--- config.mk ---
export PLATFORM = sky130hd
export DESIGN_NAME = btn_debounce_mc_flat
export DESIGN_NICKNAME = d
export VERILOG_FILES = /design/src/rtl/btn_debounce_mc_if.sv /design/src/rtl/btn_debounce_mc.sv /design/src/flat_wrapper.sv
export SDC_FILE = /design/constraint.sdc
export NUM_CORES = 1
export LEC_CHECK = 0
export CORE_MARGIN = 2
export CORE_UTILIZATION = 40
export CTS_CLUSTER_SIZE = 40
export DETAILED_ROUTE_END_ITERATION = 8
export GPL_TIMING_DRIVEN = 0
export PLACE_DENSITY = 0.64
export SYNTH_ARGS = -nofsm -noshare
export SYNTH_HDL_FRONTEND = slang
export SYNTH_SLANG_ARGS = --single-unit
export TNS_END_PERCENT = 5
--- constraint.sdc ---
create_clock -name clk_i -period 2.6 [get_ports clk_i]
set_input_delay 0.52 -clock clk_i [delete_from_list [all_inputs] [get_ports clk_i]]
set_output_delay 0.52 -clock clk_i [all_outputs]
set_load 0.01 [all_outputs]
--- src/rtl/btn_debounce_mc_if.sv ---
// -----------------------------------------------------------------------------
// btn_debounce_mc_if
// Bundle of the button debouncer's per-channel signals.
//   btn_i  : raw asynchronous button levels (bit n = channel n)
//   btn_o  : debounced stable level per channel
//   rise_o : one-cycle pulse on an accepted 0->1 change
//   fall_o : one-cycle pulse on an accepted 1->0 change
//   hold_o : one-cycle long-press pulse
// master drives the raw buttons and observes the results; slave is the
// debouncer itself.
// -----------------------------------------------------------------------------
interface btn_debounce_mc_if #(
    parameter int NumBtns = 4
) ();
    logic [NumBtns-1:0] btn_i;
    logic [NumBtns-1:0] btn_o;
    logic [NumBtns-1:0] rise_o;
    logic [NumBtns-1:0] fall_o;
    logic [NumBtns-1:0] hold_o;

    modport master (
        output btn_i,
        input  btn_o, rise_o, fall_o, hold_o
    );

    modport slave (
        input  btn_i,
        output btn_o, rise_o, fall_o, hold_o
    );
endinterface

--- src/rtl/btn_debounce_mc.sv ---
// -----------------------------------------------------------------------------
// btn_debounce_mc
// Multi-channel button debouncer with edge and long-press pulses.
// Ports:
//   clk_i  : clock, all state updates on the rising edge
//   rst_ni : asynchronous active-low reset, clears every flop
//   bus    : btn_debounce_mc_if.slave (btn_i in; btn_o/rise_o/fall_o/hold_o out)
// Each channel is an independent btn_debounce_lane instance: synchroniser,
// debounce counter, edge pulses and an optional long-press counter.
// -----------------------------------------------------------------------------
module btn_debounce_lane #(
    parameter int ClkCount   = 500,
    parameter int HoldCount  = 1000000,
    parameter int SyncStages = 2
) (
    input  logic clk_i,
    input  logic rst_ni,
    input  logic raw,
    output logic level,
    output logic rise,
    output logic fall,
    output logic hold
);
    localparam int CntW = $clog2(ClkCount + 1);
    // A change is accepted on the ClkCount-th consecutive differing sample,
    // i.e. when the counter already holds ClkCount-1 differing samples.
    localparam logic [CntW-1:0] CntLast = CntW'(ClkCount - 1);

    logic [SyncStages-1:0] sync_q;
    logic [CntW-1:0]       cnt_q;
    logic                  sync;
    logic                  accept;

    assign sync   = sync_q[SyncStages-1];
    assign accept = (sync != level) && (cnt_q >= CntLast);

    always_ff @(posedge clk_i or negedge rst_ni) begin
        if (!rst_ni) begin
            sync_q <= '0;
            cnt_q  <= '0;
            level  <= 1'b0;
            rise   <= 1'b0;
            fall   <= 1'b0;
        end else begin
            sync_q <= {sync_q[SyncStages-2:0], raw};
            // Any sample agreeing with the stable level restarts the count,
            // which is what rejects glitches shorter than ClkCount samples.
            if (sync == level || accept) cnt_q <= '0;
            else                         cnt_q <= cnt_q + CntW'(1);
            if (accept) level <= sync;
            rise <= accept &  sync;
            fall <= accept & ~sync;
        end
    end

    if (HoldCount > 0) begin : g_hold
        localparam int HoldW = $clog2(HoldCount + 1);
        localparam logic [HoldW-1:0] HoldMax  = HoldW'(HoldCount);
        localparam logic [HoldW-1:0] HoldLast = HoldW'(HoldCount - 1);

        logic [HoldW-1:0] hcnt_q;

        // Counter saturates at HoldMax, so HoldLast is passed only once per
        // press and the pulse cannot repeat until the level drops.
        always_ff @(posedge clk_i or negedge rst_ni) begin
            if (!rst_ni) begin
                hcnt_q <= '0;
                hold   <= 1'b0;
            end else if (!level) begin
                hcnt_q <= '0;
                hold   <= 1'b0;
            end else begin
                hold <= (hcnt_q == HoldLast);
                if (hcnt_q != HoldMax) hcnt_q <= hcnt_q + HoldW'(1);
            end
        end
    end else begin : g_no_hold
        assign hold = 1'b0;
    end
endmodule

module btn_debounce_mc #(
    parameter int NumBtns    = 4,
    parameter int ClkCount   = 500,
    parameter int HoldCount  = 1000000,
    parameter int SyncStages = 2
) (
    input logic         clk_i,
    input logic         rst_ni,
    btn_debounce_mc_if.slave bus
);
    if (ClkCount < 1) begin : g_bad_clk_count
        $error("btn_debounce_mc: ClkCount must be >= 1");
    end
    if (SyncStages < 2) begin : g_bad_sync_stages
        $error("btn_debounce_mc: SyncStages must be >= 2");
    end
    if (NumBtns < 1) begin : g_bad_num_btns
        $error("btn_debounce_mc: NumBtns must be >= 1");
    end

    logic [NumBtns-1:0] level;
    logic [NumBtns-1:0] rise;
    logic [NumBtns-1:0] fall;
    logic [NumBtns-1:0] hold;

    for (genvar g = 0; g < NumBtns; g++) begin : g_lane
        btn_debounce_lane #(
            .ClkCount  (ClkCount),
            .HoldCount (HoldCount),
            .SyncStages(SyncStages)
        ) u_lane (
            .clk_i (clk_i),
            .rst_ni(rst_ni),
            .raw   (bus.btn_i[g]),
            .level (level[g]),
            .rise  (rise[g]),
            .fall  (fall[g]),
            .hold  (hold[g])
        );
    end

    assign bus.btn_o  = level;
    assign bus.rise_o = rise;
    assign bus.fall_o = fall;
    assign bus.hold_o = hold;
endmodule

--- src/flat_wrapper.sv ---
// flat-port wrapper written by rule: the top's interface ports become plain ports
module btn_debounce_mc_flat 
#(
    parameter int NumBtns    = 4,
    parameter int ClkCount   = 500,
    parameter int HoldCount  = 1000000,
    parameter int SyncStages = 2
)
  (clk_i, rst_ni, bus_btn_i, bus_btn_o, bus_rise_o, bus_fall_o, bus_hold_o);
  btn_debounce_mc_if #(.NumBtns(NumBtns)) bus_i ();
  input logic clk_i;
  input logic rst_ni;
  input wire logic [$bits(bus_i.btn_i)-1:0] bus_btn_i;
  output wire logic [$bits(bus_i.btn_o)-1:0] bus_btn_o;
  output wire logic [$bits(bus_i.rise_o)-1:0] bus_rise_o;
  output wire logic [$bits(bus_i.fall_o)-1:0] bus_fall_o;
  output wire logic [$bits(bus_i.hold_o)-1:0] bus_hold_o;
  assign bus_i.btn_i = bus_btn_i;
  assign bus_btn_o = bus_i.btn_o;
  assign bus_rise_o = bus_i.rise_o;
  assign bus_fall_o = bus_i.fall_o;
  assign bus_hold_o = bus_i.hold_o;
  btn_debounce_mc #(.NumBtns(NumBtns), .ClkCount(ClkCount), .HoldCount(HoldCount), .SyncStages(SyncStages)) u_core (.clk_i(clk_i), .rst_ni(rst_ni), .bus(bus_i));
endmodule
==> Flow_metrics.wiki <==
{| class="wikitable"
! Metric !! Value
|-
| Fraction of synthesis flops using an asynchronous set or reset pin || 1.00
|-
| DRC || 0
|-
| Area growth syn-to-layout || 16.1%
|-
| Placement Rows || 47
|-
| Instance count after placement with tap cells included || 926
|-
| Cell count after synthesis || about 680
|-
| Class of the worst hold path || in -> async
|-
| Number of antenna violations at the first check in global routing || 0
|-
| Max stage delay cell, worst path || sky130_fd_sc_hd__or4_1
|-
| Cell internal power dissipation || around 3800 µW
|-
| Crit-path max cell delay || 0.54 ns
|-
| Final global-route overflow total || 0
|-
| Setup repair bufs after CTS || 0
|-
| Largest clock skew in the final design || approximately 0.0086 ns
|-
| Average wire per cell in the routed design || about 13 µm
|-
| Number of top-level design ports || 22
|-
| Post-synthesis net count || ~700
|-
| Area of combinational cells with multiple inputs || ~0.0030 mm²
|-
| First-pass detailed-route iteration total || 5
|-
| Leading cell types by total area after synthesis || sky130_fd_sc_hd__dfrtp_1 (51%), sky130_fd_sc_hd__xor2_1 (4.9%), sky130_fd_sc_hd__nor2_1 (4.6%), sky130_fd_sc_hd__xnor2_1 (4.1%), sky130_fd_sc_hd__nand3_1 (3.0%)
|-
| Number of storage elements in the synthesis netlist || 140
|-
| Nets@finish || between 700 and 800
|-
| Setup TNS || 0 ns
|-
| Portion of total power attributed to the clock network || 0.507
|-
| Max-capacitance violation count || 0
|-
| Comb pwr share || 0.020
|-
| Number of enable flip-flop cells after synthesis || 0
|-
| Syn_area_per_cell || approximately 10 µm²
|-
| Critical path cell sequence || buf_2, nand4_4, or4_1, buf_2, or4b_1, a21oi_1
|-
| DIE HEIGHT || 134 µm
|-
| Startpoint types || register
|-
| Final number of setup-violating endpoints || 0
|-
| Post-layout utilization of the core || 0.475
|-
| Routability congestion estimate || around 0.8
|-
| Number of routed nets with antenna violations || 0
|-
| CP Data Arrival Time || 2.49 ns
|-
| Slack of the worst reg-to-reg path || roughly 0.44 ns
|-
| Crit path depth || 6
|-
| Gr usage total || 0.150
|-
| Clk slew on worst S/H paths || 0.06 ns
|-
| Horizontal die dimension || ~130 µm
|-
| Minimum hold slack || -0.00238 ns
|-
| Critical path buffer and inverter count || 2
|-
| Post-route worst setup slack || between 0.4 and 0.5 ns
|-
| CTS tree || done
|-
| Root buffer selected by CTS || sky130_fd_sc_hd__clkbuf_16
|-
| Cell area after synthesis || approximately 0.0068 mm²
|-
| Sum of net half-perimeters after detailed placement || approximately 8.4 mm
|-
| Slew Limit Headroom || 0.608
|-
| Number of antenna cells inserted || 0
|-
| PwrDens || roughly 590 mW/mm²
|-
| Pre-CTS setup slack || 0.444 ns
|-
| Status || finished, violations left
|-
| Family with the most delay on the worst path || simple AND/OR/NAND/NOR gates
|-
| Fin. Hold Viols || 1
|-
| Dominant cell type by area after synthesis || sky130_fd_sc_hd__dfrtp_1
|-
| Post-CTS Resized || 0
|-
| Post-detailed-route via-to-cell ratio || about 5.3
|-
| Top-count cell post-synth || sky130_fd_sc_hd__dfrtp_1
|-
| Share of the cycle needed by the critical path after routing || 0.831
|-
| Commonest cells post-synth || sky130_fd_sc_hd__dfrtp_1 (140), sky130_fd_sc_hd__nor2_1 (83), sky130_fd_sc_hd__nand3_1 (41), sky130_fd_sc_hd__nand2_1 (39)
|-
| DRC violation total after the first TritonRoute iteration || between 200 and 250
|-
| Cell variety after synth || 44
|-
| CP Capture Type || register
|-
| H-tree level count || 4
|-
| Area enclosed by the die boundary || 0.0181 mm²
|-
| Wire length of the first global-routing pass || 22.3 mm
|-
| Share of the yosys chip area belonging to registers || 0.514
|-
| Worst-Margin Slew || 0.582 ns
|-
| Initial Utilization || 0.409
|-
| Hold buffer count at cts || 0
|-
| Critical path peak fanout || 10
|-
| Routed Wire Length || between 10 and 15 mm
|-
| Core area || 0.0166 mm²
|-
| Pin count of the biggest net entering global routing || approximately 100
|-
| Required time at the endpoint of the critical path || about 2.9 ns
|-
| Vias in the first global route || 4902
|-
| VDD IR-drop max || between 0.0004 and 0.0005 V
|-
| Maximum operating frequency || 463 MHz
|-
| Most frequent cell on the critical path || sky130_fd_sc_hd__buf_2
|-
| Worst-Skew Late Latency || about 0.42 ns
|-
| Crit path time final || about 2.2 ns
|-
| Fraction of power consumed by sequential logic || 0.473
|-
| Clock Path Buffers || 2
|-
| Proportion of netlist area held by the largest area contributor || 0.514
|-
| Share of final-layout standard cells stronger than drive strength 1 || 0.0883
|-
| Leakage || between 0.003 and 0.004 µW
|-
| CTS Buf Count || 17
|-
| Failing checks || negative hold slack
|-
| CTS Sinks || 140
|-
| Seq. cell area || between 0.003 and 0.004 mm²
|-
| Number of warnings printed during yosys synthesis || 0
|-
| Logic depth of the worst register-to-register path || 6
|-
| Final-report max-slew violation count || 0
|-
| Cell Count, Final, Fillers Out || around 960
|-
| Switching Share || 0.201
|-
| Type of the worst setup path || reg -> reg
|-
| Number of filler instances in the final layout || 1523
|-
| Number of I/O port buffers || 21
|-
| Vias after detailed routing || ~5000
|-
| Switch Pwr || 946 µW
|-
| Top_reg_cell synth || sky130_fd_sc_hd__dfrtp_1
|-
| Unrepaired setup endpoints after global routing || false
|}
## power by group through the flow
stage	combinational (µW)	clock, µW	sequential [µW]
after global placement	91.5	0	2260
after detailed placement	100	0	2260
after floorplan	35.1	0	2260
final	94.5	2380	2220
after global routing	113	2550	2230
after CTS	100	2440	2220
## cells by family (layout without fill, tap and decap cells)
| family | after synthesis | in the layout | synth area share |
|---|---|---|---|
| buf+inv | 54 | 106 | 0.0389 |
| xor+xnor | 70 | 70 | 0.0900 |
| mux | 8 | 8 | 0.0125 |
| compound gates | 76 | 76 | 0.0623 |
| simple gates | 324 | 324 | 0.260 |
| fa+ha+maj | 12 | 12 | 0.0220 |
| flops | 140 | 140 | 0.514 |
## registers in the layout, indices dropped and copies added, names as in the netlist
name                                count
u_core.g_lane.u_lane.hold               4
u_core.g_lane.u_lane.cnt_q             36
u_core.g_lane.u_lane.fall               4
u_core.g_lane.u_lane.level              4
u_core.g_lane.u_lane.g_hold.hcnt_q     80
u_core.g_lane.u_lane.sync_q             8
u_core.g_lane.u_lane.rise               4
## metrics by stage
stage | hold WS [ns] | cell area (µm²) | total power, µW
2_1_floorplan | 0.224 | 6810 | 2290
3_3_place_gp | 0.333 | 7300 | 2350
3_5_place_dp | 0.340 | 7330 | 2360
4_1_cts | 0.00225 | 7910 | 4770
5_1_grt | 0.0150 | 7910 | 4890
6_report | -0.00238 | 7910 | 4700
## placed cells by master (no fill, tap or decap), types with 2 or more instances in the layout
cell / n
sky130_fd_sc_hd__nor4_1: 15
sky130_fd_sc_hd__or3_1: 10
sky130_fd_sc_hd__clkbuf_16: 17
sky130_fd_sc_hd__xor2_1: 38
sky130_fd_sc_hd__clkbuf_8: 5
sky130_fd_sc_hd__or4b_2: 4
sky130_fd_sc_hd__o21ai_0: 23
sky130_fd_sc_hd__bufinv_16: 2
sky130_fd_sc_hd__or3_2: 2
sky130_fd_sc_hd__buf_2: 2
sky130_fd_sc_hd__dfrtp_1: 140
sky130_fd_sc_hd__nand4b_1: 2
sky130_fd_sc_hd__nor4bb_1: 3
sky130_fd_sc_hd__nor4b_1: 3
sky130_fd_sc_hd__nand2b_1: 8
sky130_fd_sc_hd__nor2b_1: 5
sky130_fd_sc_hd__o31ai_1: 10
sky130_fd_sc_hd__buf_4: 16
sky130_fd_sc_hd__and2_1: 7
sky130_fd_sc_hd__and3_1: 18
sky130_fd_sc_hd__clkdlybuf4s50_1: 20
sky130_fd_sc_hd__xnor2_1: 32
sky130_fd_sc_hd__mux2_2: 4
sky130_fd_sc_hd__inv_1: 21
sky130_fd_sc_hd__clkinv_2: 4
sky130_fd_sc_hd__a21oi_1: 38
sky130_fd_sc_hd__or4_1: 12
sky130_fd_sc_hd__nand2_1: 39
sky130_fd_sc_hd__nor2_1: 83
sky130_fd_sc_hd__and4_1: 10
sky130_fd_sc_hd__nand4_1: 26
sky130_fd_sc_hd__clkbuf_1: 15
sky130_fd_sc_hd__nor3b_1: 4
sky130_fd_sc_hd__a2111oi_0: 4
sky130_fd_sc_hd__and3b_1: 3
sky130_fd_sc_hd__ha_1: 12
sky130_fd_sc_hd__nor3_1: 21
sky130_fd_sc_hd__nand3_1: 41
sky130_fd_sc_hd__mux2i_1: 4
## layer usage
metal	vias up	routed length [µm]	GRT usage
li1	2491	-	-
met1	2476	5970	0.191
met2	76	6130	0.246
met3	14	393	0.0420
met4	0	148	0.0550
met5	-	0	0
## final timing paths
check                                                         start                                        end
min in group clk_i                u_core.g_lane[0].u_lane.sync_q[0]          u_core.g_lane[0].u_lane.sync_q[1]
min                                                          rst_ni           u_core.g_lane[1].u_lane.cnt_q[5]
max reg2reg                u_core.g_lane[0].u_lane.g_hold.hcnt_q[4]  u_core.g_lane[0].u_lane.g_hold.hcnt_q[17]
min reg2reg                       u_core.g_lane[0].u_lane.sync_q[0]          u_core.g_lane[0].u_lane.sync_q[1]
max in group asynchronous                                    rst_ni           u_core.g_lane[0].u_lane.cnt_q[6]
max                        u_core.g_lane[0].u_lane.g_hold.hcnt_q[4]  u_core.g_lane[0].u_lane.g_hold.hcnt_q[17]
## worst register-to-register path, delay by kind of cell, from the launching register on
family | cells | cell delay, ns
AO/OA/AOI/OAI | 1 | 0.17
buffers and inverters | 2 | 0.35
AND/OR/NAND/NOR | 3 | 1.23
flip-flops | 1 | 0.32
## area by class of cell
cell class,count,share of cell area
multi-input combinational,490,0.385
clock buffer,23,0.0629
tap,220,0.0348
timing repair buffer,22,0.0302
buffer,32,0.0231
sequential,140,0.443
inverter,22,0.0104
clock inverter,7,0.0111
(Power assumes the default switching activity.)
